## src/rtl/img_frame_streamer.sv

```systemverilog
// Replays one WIDTH x HEIGHT frame from a 1-cycle-latency pixel buffer into the
// writer's vld/dout stream, with VSYNC/HSYNC idle gaps ahead of the rows.
module img_frame_streamer #(
  parameter int WIDTH       = 128,
  parameter int HEIGHT      = 128,
  parameter int VSYNC_DELAY = 200,
  parameter int HSYNC_DELAY = 160,
  parameter int DW          = 8,
  parameter int AW          = (WIDTH * HEIGHT > 1) ? $clog2(WIDTH * HEIGHT) : 1
) (
  input  logic          clk,
  input  logic          rstn,
  input  logic          start,
  input  logic          abort,
  input  logic [AW-1:0] base_addr,
  output logic          mem_rd_en,
  output logic [AW-1:0] mem_addr,
  input  logic [DW-1:0] mem_rdata,
  output logic          vld,
  output logic [DW-1:0] dout,
  output logic          busy,
  output logic          frame_done
);

  localparam int DLY_MAX = (VSYNC_DELAY > HSYNC_DELAY) ? VSYNC_DELAY : HSYNC_DELAY;
  localparam int CW      = $clog2(DLY_MAX + 1);
  localparam int COLW    = $clog2(WIDTH + 1);
  localparam int ROWW    = $clog2(HEIGHT + 1);

  localparam logic [CW-1:0]   V_LAST = CW'(VSYNC_DELAY - 1);
  localparam logic [CW-1:0]   H_LAST = CW'(HSYNC_DELAY - 1);
  localparam logic [COLW-1:0] C_LAST = COLW'(WIDTH - 1);
  localparam logic [ROWW-1:0] R_LAST = ROWW'(HEIGHT - 1);

  typedef enum logic [1:0] {IDLE, VSYNC, HSYNC, ACTIVE} state_t;

  state_t          state, state_nxt;
  logic [CW-1:0]   dly_cnt;
  logic [COLW-1:0] col;
  logic [ROWW-1:0] row;
  logic [AW-1:0]   addr;
  logic            end_pend;
  logic [DW-1:0]   dout_q;
  logic            accept, last_rd, abort_eff;

  // busy spans the drain of the last beat and the frame_done cycle
  assign busy      = (state != IDLE) || end_pend || frame_done;
  assign abort_eff = abort && busy;
  assign accept    = (state == IDLE) && start && !abort && !busy;
  assign last_rd   = (state == ACTIVE) && (col == C_LAST) && (row == R_LAST);
  assign mem_rd_en = (state == ACTIVE);
  assign mem_addr  = addr;
  // buffer data arrives in the vld cycle; dout_q holds it between beats
  assign dout      = vld ? mem_rdata : dout_q;

  always_comb begin
    state_nxt = state;
    unique case (state)
      IDLE:   if (accept) state_nxt = VSYNC;
      VSYNC:  if (dly_cnt == V_LAST) state_nxt = HSYNC;
      HSYNC:  if (dly_cnt == H_LAST) state_nxt = ACTIVE;
      ACTIVE: if (col == C_LAST) state_nxt = (row == R_LAST) ? IDLE : HSYNC;
      default: state_nxt = IDLE;
    endcase
    if (abort) state_nxt = IDLE;
  end

  always_ff @(posedge clk or negedge rstn) begin
    if (!rstn) state <= IDLE;
    else       state <= state_nxt;
  end

  always_ff @(posedge clk or negedge rstn) begin
    if (!rstn) begin
      dly_cnt    <= '0;
      col        <= '0;
      row        <= '0;
      addr       <= '0;
      end_pend   <= 1'b0;
      frame_done <= 1'b0;
      vld        <= 1'b0;
      dout_q     <= '0;
    end else begin
      vld <= mem_rd_en;
      if (vld) dout_q <= mem_rdata;

      end_pend   <= last_rd && !abort_eff;
      frame_done <= end_pend && !abort_eff;

      if ((state == VSYNC || state == HSYNC) && state_nxt == state) dly_cnt <= dly_cnt + 1'b1;
      else                                                         dly_cnt <= '0;

      if (state == ACTIVE && state_nxt == ACTIVE) col <= col + 1'b1;
      else                                        col <= '0;

      if (state_nxt == IDLE)                           row <= '0;
      else if (state == ACTIVE && state_nxt == HSYNC)  row <= row + 1'b1;

      // rows are contiguous, so a running pointer equals base + row*WIDTH + col
      if (abort_eff)               addr <= '0;
      else if (accept)             addr <= base_addr;
      else if (state == ACTIVE)    addr <= addr + 1'b1;
    end
  end

endmodule

```

## config.mk

```make
export PLATFORM = sky130hd
export DESIGN_NAME = img_frame_streamer
export DESIGN_NICKNAME = d
export VERILOG_FILES = /design/src/rtl/img_frame_streamer.sv
export SDC_FILE = /design/constraint.sdc
export NUM_CORES = 1
export LEC_CHECK = 0
export BUFFER_PORTS_ARGS = -buffer_cell sky130_fd_sc_hd__buf_4
export CAP_MARGIN = 20
export CORE_MARGIN = 2
export CORE_UTILIZATION = 57
export CTS_BUF_LIST = sky130_fd_sc_hd__clkbuf_2 sky130_fd_sc_hd__clkbuf_4 sky130_fd_sc_hd__clkbuf_8
export DETAILED_ROUTE_END_ITERATION = 7
export GPL_TIMING_DRIVEN = 0
export PLACE_DENSITY = 0.82
export SETUP_SLACK_MARGIN = 0.4
export SLEW_MARGIN = 20
export SYNTH_ARGS = -nofsm -noshare
export SYNTH_HDL_FRONTEND = slang
export SYNTH_SLANG_ARGS = --single-unit
export TNS_END_PERCENT = 50
```

## constraint.sdc

```tcl
create_clock -name clk -period 5.5 [get_ports clk]
set_input_delay 1.1 -clock clk [delete_from_list [all_inputs] [get_ports clk]]
set_output_delay 1.1 -clock clk [all_outputs]
set_load 0.005 [all_outputs]
```

==> results.sh <==
export IMPL_ios=52
export IMPL_first_global_vias=1968
export IMPL_required_ps=4400
export IMPL_drv_slew=0
export IMPL_grt_pass1_wl_um=8980
export IMPL_cts_resized_gates=0
export IMPL_slowest_delay_ps=270
export IMPL_drv_cap=0
export IMPL_placementRows=24
export IMPL_drcViolationCount=0
export IMPL_reg2reg_to="col[3]"
export IMPL_initialDrtViolationCount=116
export IMPL_via_per_inst=5.69
export IMPL_drt_wl_total_um=5480
export IMPL_final_cell_area_um2=3140
export IMPL_postCtsSetupRepairBufs=0
export IMPL_path_buf_inv=2
export IMPL_min_delay_start="col[0]"
export IMPL_irDropWorstVdd_mv=0.233
export IMPL_swShare_pct=34.5
export IMPL_synth_fp_nets=287
export IMPL_hold_violations=0
export IMPL_grt_usage_pct=22.3
export IMPL_final_nets=345
export IMPL_p_comb_share_pct=31.7
export IMPL_worstPathArrival_ps=1610
export IMPL_synth_area_per_cell_um2=10.3
export IMPL_portBuffers=51
export IMPL_fmax_ghz=0.368
export IMPL_wire_per_inst_um=15.1
export IMPL_tritoncts="yes"
export IMPL_clk_latency_ps=310
export IMPL_worst_slack_ps=2790
export IMPL_place_ws_ps=2740
export IMPL_cts_sinks=51
export IMPL_report_power_total_mw=1.06
export IMPL_synth_top_area_share_pct=49.1
export IMPL_final_cell_mix="51 x dfrtp_1, 51 x buf_4, 37 x nor2_1"
export IMPL_slew_headroom_pct=53.3
export IMPL_htreeDepth=2
export IMPL_setup_viol=0
export IMPL_drive_above_1_share_pct=23.5
export IMPL_fp_dieH_um=71.5
export IMPL_p_per_area_nw_per_um2=339
export IMPL_grt_overflow=0
export IMPL_synth_distinct_cells=39
export IMPL_min_path_cells=1
export IMPL_cp_end_kind="output port"
export IMPL_crit_start="mem_rdata[0]"
export IMPL_syn_to_final_growth_pct=20.7
export IMPL_grt_start_max_net_pins=52
export IMPL_cts_buffer_depth=2
export IMPL_hold_path_end="col[0]"
export IMPL_ctsHoldBuffers=0
export IMPL_synth_area_leaders="dfrtp_1 49%, nor2_1 5.3%, xor2_1 4.7%"
export IMPL_syn_area_um2=2600
export IMPL_p_sw_mw=0.366
export IMPL_drt_pass1_iterations=4
export IMPL_cp_top_family="multiplexers"
export IMPL_fin_setup_tns_ps=0
export IMPL_place_gp_congestion=0.851
export IMPL_critPathKind="in2out"
export IMPL_layout_min_cycle_time_ps=2710
export IMPL_finClkSkew_ps=6.12
export IMPL_postPlaceCellArea_um2=3050
export IMPL_utilization_pct=71.5
export IMPL_seqPwrFrac_pct=47.9
export IMPL_clk_pin_slew_ps=90
export IMPL_cp_slowest_cell="mux2_2"
export IMPL_synth_seq_area_share_pct=49.1
export IMPL_cp_common_cell="buf_4"
export IMPL_internal_power_mw=0.696
export IMPL_timing_rr_start="state[0]"
export IMPL_ys_seq_elements=51
export IMPL_syn_inst=252
export IMPL_clockPowerShare_pct=20.4
export IMPL_crit_path_max_fanout=2
export IMPL_holdWs_ps=463
export IMPL_placed_cells=355
export IMPL_start_util_pct=59.3
export IMPL_clockRootBuffer="clkbuf_8"
export IMPL_leakage_nw=1.43
export IMPL_crit_chain="buf_4, mux2_2, buf_4"
export IMPL_dr_total_vias=2064
export IMPL_startpoint_type="input port"
export IMPL_core_um2=4380
export IMPL_dieArea_um2=5120
export IMPL_hpwl_um=3950
export IMPL_yosysTopAreaCell="dfrtp_1"
export IMPL_dieWidth_um=71.5
export IMPL_n_antenna_cell=0
export IMPL_period_share_pct=49.3
export IMPL_hold_path_class="reg2reg"
export IMPL_cts_buffers=5
export IMPL_rsz0062_at_grt="false"
export IMPL_status="finished, final reports clean"
export IMPL_ant_nets=0
export IMPL_ff2ff_path_depth=9
export IMPL_fin_cells=363
export IMPL_antenna_found_initial=0
export IMPL_r2r_setup_slack_ps=3030
export IMPL_ys_warnings_count=0
export IMPL_tightest_slew_ps=695
## power by group through the flow
stage               combinational [mW]  sequential [mW]  clock [mW]
floorplan                        0.186            0.506           0
finish                           0.336            0.509       0.217
global placement                 0.328            0.512           0
global route                     0.372            0.519       0.235
detailed placement               0.338            0.514           0
CTS                              0.340            0.507       0.222
## how the worst max path moves through the flow
stage	endpoint	slack [ps]	depth (start not counted)
after floorplan	dout[0]	3040	1
after global placement	dout[4]	2790	3
after detailed placement	dly_cnt[5]	2740	7
after CTS	dout[0]	2780	3
after global routing	dout[2]	2750	3
final	dout[0]	2790	3
## synthesized netlist by cell type
cell,number
dfrtp_1,51
ha_1,9
o21a_2,1
nand4_1,6
or3_4,1
nand4bb_1,1
nor3b_1,1
mux2i_1,2
and4_1,2
a221oi_1,1
a22o_1,8
inv_2,1
nand2_1,22
a31oi_4,1
xor2_1,14
a211oi_1,13
nand3_1,10
a32o_1,1
nor2b_1,3
nor4_1,2
mux2_2,8
a311oi_1,3
a21o_1,3
nor2_4,1
o21ai_0,6
and4b_1,2
a21oi_1,1
nor2_1,37
inv_1,5
clkbuf_1,6
o32a_1,1
or3b_1,1
o211ai_1,1
or2_2,1
a2bb2oi_1,1
nor3_1,10
or3_1,1
xnor2_1,11
and3_1,3
## layer usage
layer,GRT usage (%),wire (um),vias up
met5,0,0,-
met4,6.50,52,0
met3,5.06,244,4
met2,37.1,2700,46
met1,29.5,2480,1000
li1,-,-,1014
## final cells by class
| type | count | area [um^2] |
|---|---|---|
| Clock inverter | 3 | 20.0 |
| Multi-Input combinational cell | 189 | 1280 |
| Clock buffer | 5 | 68.8 |
| Buffer | 6 | 22.5 |
| Sequential cell | 51 | 1280 |
| Tap cell | 52 | 65.1 |
| Fill cell | 337 | 1250 |
| Timing Repair Buffer | 51 | 383 |
| Inverter | 6 | 22.5 |
## registers in the layout (all words and copies together) (netlist names)
name        flops
vld             1
frame_done      1
col             8
row             8
mem_addr       14
state           2
dout_q          8
end_pend        1
dly_cnt         8
## cell families (layout without fill, tap and decap cells)
group                    Yosys count  in the layout  synth area share [%]
AO/OA/AOI/OAI                     41             41                  12.6
XOR/XNOR                          25             25                  8.43
adder cells (fa/ha/maj)            9              9                  4.33
buffers and inverters             12             71                  1.73
flip-flops                        51             51                  49.1
multiplexers                      10             10                  4.24
AND/OR/NAND/NOR                  104            104                  19.6
No activity file was read; power rests on OpenSTA's default activity.
